--- src/rtl/pwm_pkg.sv ---
// Shared definitions for the PWM LED peripheral and its fade sequencer.
package pwm_pkg;
    localparam int unsigned BUS_AW = 8;
    localparam int unsigned BUS_DW = 32;

    localparam logic [BUS_AW-1:0] PWM_ADDR_EN     = 8'd0;
    localparam logic [BUS_AW-1:0] PWM_ADDR_DUTY   = 8'd1;
    localparam logic [BUS_AW-1:0] PWM_ADDR_PERIOD = 8'd2;

    localparam int unsigned DUTY_MAX = 15;

    typedef enum logic [3:0] {
        INIT, IDLE, WR_PER, WR_EN, WR_DUTY, RD_REQ, RD_WAIT, DWELL, WR_DIS
    } fade_state_t;
endpackage

--- src/rtl/avmm_single_master.sv ---
// Registers one Avalon-MM write or read strobe per cycle; read data arrives one cycle after m_read.
module avmm_single_master
    import pwm_pkg::*;
(
    input  logic              clock,
    input  logic              reset,
    input  logic              cmd_write_c,
    input  logic              cmd_read_c,
    input  logic [BUS_AW-1:0] cmd_addr_c,
    input  logic [BUS_DW-1:0] cmd_data_c,
    output logic [BUS_AW-1:0] m_address,
    output logic              m_write,
    output logic              m_read,
    output logic [BUS_DW-1:0] m_writedata,
    input  logic [BUS_DW-1:0] m_readdata,
    output logic              rsp_valid,
    output logic [BUS_DW-1:0] rsp_data_c
);
    assign rsp_data_c = m_readdata;

    // Write takes precedence; address/data are zeroed on idle cycles.
    always_ff @(posedge clock or posedge reset) begin
        if (reset) begin
            m_write     <= 1'b0;
            m_read      <= 1'b0;
            m_address   <= '0;
            m_writedata <= '0;
            rsp_valid   <= 1'b0;
        end else begin
            m_write     <= cmd_write_c;
            m_read      <= cmd_read_c && !cmd_write_c;
            m_address   <= (cmd_write_c || cmd_read_c) ? cmd_addr_c : '0;
            m_writedata <= cmd_write_c ? cmd_data_c : '0;
            rsp_valid   <= m_read;
        end
    end
endmodule

--- src/rtl/pwm_fade_sequencer.sv ---
// Avalon-MM master that programs the PWM peripheral and breathes its duty 0..MAX..0 with readback checks.
module pwm_fade_sequencer
    import pwm_pkg::*;
#(
    parameter int unsigned DUTY_W   = 4,
    parameter int unsigned MAX_DUTY = DUTY_MAX,
    parameter int unsigned DWELL_W  = 24,
    parameter int unsigned RAMPS_W  = 8
) (
    input  logic               clock,
    input  logic               reset,
    input  logic               start,
    input  logic               stop,
    input  logic [31:0]        period_cfg,
    input  logic [DWELL_W-1:0] dwell_cfg,
    input  logic [RAMPS_W-1:0] ramps_cfg,
    output logic [7:0]         m_address,
    output logic               m_write,
    output logic               m_read,
    output logic [31:0]        m_writedata,
    input  logic [31:0]        m_readdata,
    output logic               busy,
    output logic [DUTY_W-1:0]  duty_now,
    output logic               done,
    output logic               verify_err
);
    fade_state_t        state_q, state_nxt;
    logic [DUTY_W-1:0]  duty_q, duty_nxt;
    logic               dir_up_q, dir_up_nxt;
    logic [RAMPS_W-1:0] ramp_q, ramp_nxt, ramp_inc;
    logic [DWELL_W-1:0] dwell_cnt_q, dwell_cnt_nxt;
    logic [31:0]        period_q, period_nxt;
    logic [DWELL_W-1:0] dwell_q, dwell_nxt;
    logic [RAMPS_W-1:0] ramps_q, ramps_nxt;
    logic               verr_nxt;

    logic               cmd_write_c, cmd_read_c, rsp_valid;
    logic [BUS_AW-1:0]  cmd_addr_c;
    logic [BUS_DW-1:0]  cmd_data_c, rsp_data_c;

    assign ramp_inc = ramp_q + RAMPS_W'(1);

    always_comb begin
        state_nxt     = state_q;
        duty_nxt      = duty_q;
        dir_up_nxt    = dir_up_q;
        ramp_nxt      = ramp_q;
        dwell_cnt_nxt = dwell_cnt_q;
        period_nxt    = period_q;
        dwell_nxt     = dwell_q;
        ramps_nxt     = ramps_q;
        verr_nxt      = verify_err;
        case (state_q)
            INIT:    state_nxt = IDLE;
            IDLE: begin
                if (start && !stop) begin
                    state_nxt  = WR_PER;
                    period_nxt = period_cfg;
                    dwell_nxt  = (dwell_cfg == '0) ? DWELL_W'(1) : dwell_cfg;
                    ramps_nxt  = ramps_cfg;
                    verr_nxt   = 1'b0;
                    duty_nxt   = '0;
                    dir_up_nxt = 1'b1;
                    ramp_nxt   = '0;
                end
            end
            WR_PER:  state_nxt = stop ? WR_DIS : WR_EN;
            WR_EN:   state_nxt = stop ? WR_DIS : WR_DUTY;
            WR_DUTY: state_nxt = stop ? WR_DIS : RD_REQ;
            RD_REQ:  state_nxt = stop ? WR_DIS : RD_WAIT;
            RD_WAIT: begin
                // Upper readback bits must be zero, so compare the full word.
                if (rsp_valid && (rsp_data_c != BUS_DW'(duty_q)))
                    verr_nxt = 1'b1;
                dwell_cnt_nxt = dwell_q;
                state_nxt     = stop ? WR_DIS : DWELL;
            end
            DWELL: begin
                if (stop) begin
                    state_nxt = WR_DIS;
                end else if (dwell_cnt_q > DWELL_W'(1)) begin
                    dwell_cnt_nxt = dwell_cnt_q - DWELL_W'(1);
                end else begin
                    dwell_cnt_nxt = '0;
                    state_nxt     = WR_DUTY;
                    if (dir_up_q) begin
                        if (duty_q < DUTY_W'(MAX_DUTY)) begin
                            duty_nxt = duty_q + DUTY_W'(1);
                        end else begin
                            dir_up_nxt = 1'b0;
                            duty_nxt   = duty_q - DUTY_W'(1);
                        end
                    end else if (duty_q != '0) begin
                        duty_nxt = duty_q - DUTY_W'(1);
                    end else begin
                        ramp_nxt   = ramp_inc;
                        dir_up_nxt = 1'b1;
                        if (ramps_q != '0 && ramp_inc == ramps_q)
                            state_nxt = WR_DIS;
                        else
                            duty_nxt = duty_q + DUTY_W'(1);
                    end
                end
            end
            WR_DIS:  state_nxt = IDLE;
            default: state_nxt = INIT;
        endcase
    end

    // Each strobe is issued on the edge entering its state; the disable write lands with the return to IDLE.
    always_comb begin
        cmd_write_c = 1'b0;
        cmd_read_c  = 1'b0;
        cmd_addr_c  = '0;
        cmd_data_c  = '0;
        case (state_nxt)
            WR_PER:  begin cmd_write_c = 1'b1; cmd_addr_c = PWM_ADDR_PERIOD; cmd_data_c = period_nxt; end
            WR_EN:   begin cmd_write_c = 1'b1; cmd_addr_c = PWM_ADDR_EN; cmd_data_c = BUS_DW'(1); end
            WR_DUTY: begin cmd_write_c = 1'b1; cmd_addr_c = PWM_ADDR_DUTY; cmd_data_c = BUS_DW'(duty_nxt); end
            RD_REQ:  begin cmd_read_c = 1'b1; cmd_addr_c = PWM_ADDR_DUTY; end
            IDLE: begin
                if (state_q == INIT || state_q == WR_DIS) begin
                    cmd_write_c = 1'b1;
                    cmd_addr_c  = PWM_ADDR_EN;
                end
            end
            default: ;
        endcase
    end

    always_ff @(posedge clock or posedge reset) begin
        if (reset) begin
            state_q     <= INIT;
            duty_q      <= '0;
            dir_up_q    <= 1'b1;
            ramp_q      <= '0;
            dwell_cnt_q <= '0;
            period_q    <= '0;
            dwell_q     <= '0;
            ramps_q     <= '0;
            verify_err  <= 1'b0;
            duty_now    <= '0;
            busy        <= 1'b0;
            done        <= 1'b0;
        end else begin
            state_q     <= state_nxt;
            duty_q      <= duty_nxt;
            dir_up_q    <= dir_up_nxt;
            ramp_q      <= ramp_nxt;
            dwell_cnt_q <= dwell_cnt_nxt;
            period_q    <= period_nxt;
            dwell_q     <= dwell_nxt;
            ramps_q     <= ramps_nxt;
            verify_err  <= verr_nxt;
            busy        <= (state_nxt != IDLE);
            done        <= (state_q == WR_DIS);
            if (state_nxt == WR_DUTY)
                duty_now <= duty_nxt;
        end
    end

    avmm_single_master u_master (
        .clock       (clock),
        .reset       (reset),
        .cmd_write_c (cmd_write_c),
        .cmd_read_c  (cmd_read_c),
        .cmd_addr_c  (cmd_addr_c),
        .cmd_data_c  (cmd_data_c),
        .m_address   (m_address),
        .m_write     (m_write),
        .m_read      (m_read),
        .m_writedata (m_writedata),
        .m_readdata  (m_readdata),
        .rsp_valid   (rsp_valid),
        .rsp_data_c  (rsp_data_c)
    );
endmodule
--- config.mk ---
export PLATFORM = sky130hd
export DESIGN_NAME = pwm_fade_sequencer
export DESIGN_NICKNAME = d
export VERILOG_FILES = /design/src/rtl/pwm_pkg.sv /design/src/rtl/avmm_single_master.sv /design/src/rtl/pwm_fade_sequencer.sv
export SDC_FILE = /design/constraint.sdc
export NUM_CORES = 1
export LEC_CHECK = 0
export BUFFER_PORTS_ARGS = -buffer_cell sky130_fd_sc_hd__buf_2
export CAP_MARGIN = 0
export CORE_ASPECT_RATIO = 1.5
export CORE_UTILIZATION = 45
export CTS_BUF_LIST = sky130_fd_sc_hd__clkbuf_8
export CTS_CLUSTER_SIZE = 28
export DETAILED_ROUTE_END_ITERATION = 8
export PLACE_DENSITY = 0.7
export SLEW_MARGIN = 0
export SYNTH_ARGS = -nofsm -noshare
export SYNTH_HDL_FRONTEND = slang
export SYNTH_SLANG_ARGS = --single-unit
--- constraint.sdc ---
create_clock -name clock -period 4.25 [get_ports clock]
set_input_delay 0.2125 -clock clock [delete_from_list [all_inputs] [get_ports clock]]
set_output_delay 0.2125 -clock clock [all_outputs]
set_load 0.01 [all_outputs]
==> summary.md <==
| Metric | Value |
|---|---|
| Run status | complete, but fails checks |
| Violations in the final reports | negative hold slack |
| CTS clock-pin slew for the worst setup and hold paths | roughly 0.090 ns |
| Depth of the CTS H-tree | 4 |
| Final sum of negative setup slack | 0 ns |
| Vertical die dimension | about 140 µm |
| Leading register cell type out of synthesis | dfrtp_1 |
| Overall routing resource usage | 23.2% |
| Global-route wire length before repair | 24.3 mm |
| Placement row count | 50 |
| Clock Skew | 0.0149 ns |
| Dominant cell type by area after synthesis | dfrtp_1 |
| Die area | 13400 µm² |
| Number of clock sinks | 117 |
| Hold Path Class | in2async |
| Layout Cell Area excl Fill | 7560 µm² |
| Post-detailed-route DRC marker count | 0 |
| Fraction of synthesis flops using an asynchronous set or reset pin | 100% |
| Netlist cell types | 63 |
| Unrepaired setup endpoints after global routing | no |
| Final wirelength | 14.5 mm |
| Final setup violation count | 0 |
| Detailed Place HPWL | 9.85 mm |
| Number of buffers added to fix hold violations after cts | 62 |
| Final weighted congestion of routability-driven global placement | around 0.9 |
| Transition at the pin with the smallest max-transition slack | about 0.95 ns |
| Area growth from synthesis to layout | 30.4% |
| IO buf count | roughly 140 |
| Post-Place Worst Slack | 1.40 ns |
| Launching element type of the critical path | flip-flop |
| Category of the most critical setup path | reg2reg |
| Number of top-level pins | 149 |
| Die width | 94.7 µm |
| Number of global-route vias before repair | 5287 |
| Period Utilization, post-route | 67.5% |
| Highest ir drop seen on vdd | approximately 0.31 mV |
| Count of flip-flops with a built-in enable after synthesis | 0 |
| Synth area leaders | dfrtp_1 50%, nand2_1 8.5%, o21ai_0 6.0% |
| Diode insertion count for antenna repair | 0 |
| Antenna violations before repair | 0 |
| Buffer cell driving the clock tree root | clkbuf_8 |
| Post-synth top cells | 132 x nand2_1, 116 x dfrtp_1, 69 x o21ai_0 |
| Largest net degree at the start of global routing | 80 |
| Average wire per cell in the routed design | about 15 µm |
| Buffer depth of the longest clock path | 2 |
| Routed Antenna Nets | 0 |
| Crit Path Max Fanout | 11 |
| Top-area cell type share of the netlist area | about half |
| Max-slew headroom | 36.9% |
| Post-CTS Setup Bufs | 0 |
| Crit. End Element | flip-flop |
| Final number of max-transition violations | 0 |
| Hold violation total from the final report | 25 |
| Placed instance area | 6560 µm² |
| Later-pin clock latency in the skew report | 0.44 ns |
| Crit path time final | 2.87 ns |
| Max frequency | 348 MHz |
| Cells along the critical path | or4_1 > nor4_4 > nand4_4 > nand2_2 > o21ai_2 > or2_0 > o31ai_1 |
| Hold slack final | -0.0132 ns |
| Effective utilization at floorplan | 46.4% |
| Max stage delay on crit path | 0.69 ns |
| Number of buffers added by the clock tree synthesis step | 17 |
| Fill cell instance count of the final layout | 1083 |
| Max-cap violations | 0 |
| Detailed router's first-iteration violation count | 264 |
| Seq/Total Area, Yosys | 50.5% |
| Critical path data required time | 4.55 ns |
| Worst setup slack after layout | 1.38 ns |
| Avg Cell Area, Syn | 9.04 µm² |
| Yosys synthesis warning count | 0 |
| Pwr Total | between 0.003 and 0.004 W |
| Power density of the placed cells | roughly 500 nW/µm² |
| Ratio of cells with drive above 1 in the final layout | 23.7% |
| Total number of nets in the final design | 933 |
| CTS tree | built |
| CP max stage cell | or4_1 |
| Vias per Instance | 5.32 |
| Resize count post-CTS | 0 |
| Leakage dissipation | between 3 and 4 nW |
| Post-synthesis instance area | between 5000 and 6000 µm² |
| Most numerous cell in the Yosys netlist | nand2_1 |
| Worst EP arrival | approximately 3.2 ns |
| GRT overflow | 0 |
| Total iterations of the first detailed-routing run | 5 |
| Register bit total from synthesis | 117 |
| Total number of vias | 5305 |
| Number of instances in the synthesized netlist | around 640 |
| Core Footprint | 12500 µm² |
==> layout make-up <==
| cell class | instances | area, µm² | share of cell area [%] |
|---|---|---|---|
| Tap cell | 156 | 195 | 2.58 |
| Multi-Input combinational cell | 469 | 2630 | 34.8 |
| Clock buffer | 17 | 234 | 3.09 |
| Timing Repair Buffer | 209 | 1370 | 18.1 |
| Inverter | 14 | 55.1 | 0.728 |
| Sequential cell | 117 | 2930 | 38.7 |
| Clock inverter | 15 | 148 | 1.95 |
==> placed cells by master (no fill, tap or decap), types with 5 or more instances in the layout <==
| cell type | n |
|---|---|
| nand2b_1 | 8 |
| ha_1 | 5 |
| a32oi_1 | 9 |
| conb_1 | 6 |
| o31ai_1 | 6 |
| inv_1 | 12 |
| dlygate4sd3_1 | 62 |
| nand3_1 | 13 |
| buf_4 | 5 |
| dfrtp_1 | 116 |
| and2_1 | 29 |
| nor3_1 | 19 |
| xnor2_1 | 11 |
| buf_2 | 142 |
| a22oi_1 | 7 |
| or3_1 | 7 |
| inv_6 | 6 |
| nor4_1 | 21 |
| inv_8 | 7 |
| a21oi_1 | 25 |
| clkbuf_8 | 17 |
| nand2_1 | 132 |
| nor2_1 | 32 |
| o21ai_0 | 69 |
==> metrics by stage <==
| step | cells | utilization (%) | hold slack [ns] |
|---|---|---|---|
| 2_1_floorplan | 647 | - | 0.318 |
| 3_3_place_gp | 903 | 52.4 | 0.360 |
| 3_5_place_dp | 903 | 52.4 | 0.375 |
| 4_1_cts | 997 | 60.4 | 0.00237 |
| 5_1_grt | 997 | 60.4 | 0.0481 |
| 6_report | 997 | 60.4 | -0.0132 |
==> worst max-delay path: cells and delay by family, from the launching register on <==
family	cells	cell delay [ns]
and+or+nand+nor	5	1.77
AOI/OAI and AO/OA	2	0.56
DFF	1	0.40
==> worst paths after layout <==
kind	from	end	slack [ns]	cells past startpoint
max in group asynchronous	reset	dwell_q[4]	3.21	3
hold / removal	reset	u_master.m_writedata[31]	-0.01	2
min in group clock	period_cfg[0]	u_master.m_writedata[0]	0.02	2
setup reg to reg	dwell_cnt_q[16]	ramp_q[4]	1.38	7
hold reg to reg	u_master.m_read	u_master.rsp_valid	0.39	0
setup / recovery	dwell_cnt_q[16]	ramp_q[4]	1.38	7
==> kinds of logic (layout without fill, tap and decap cells) <==
family / Yosys count / count (layout) / share of synthesized area, %
simple gates: 297 / 297 / 26.0
compound gates: 144 / 144 / 15.2
flops: 117 / 117 / 50.5
buf+inv: 61 / 255 / 4.44
xor+xnor: 12 / 12 / 1.81
fa+ha+maj: 5 / 5 / 1.08
mux: 5 / 5 / 0.949
other cells: 1 / 6 / 0.0646
==> layer usage <==
layer / part of all wire [%] / GRT usage [%]
met1: 40 / 27.2
met5: 0 / 0
met2: 53 / 40.7
met3: 4.9 / 4.48
met4: 2.2 / 9.49
==> flip-flops by register name (all words and copies together), names as in the netlist <==
name and cells:
busy 1, dir_up_q 1, done 1, duty_now 4, duty_q 4, dwell_cnt_q 24
dwell_q 24, ramp_q 8, ramps_q 8, state_q 4, u_master.m_address 2, u_master.m_read 1
u_master.m_write 1, u_master.m_writedata 32, u_master.rsp_valid 1, verify_err 1
==> power by group <==
group          leakage [nW]  internal [W]  switching, W
Sequential             1.50       0.00144      0.000313
Combinational          1.97      0.000431      0.000516
Clock                 0.196      0.000442      0.000548
No activity file was read; power rests on OpenSTA's default activity.
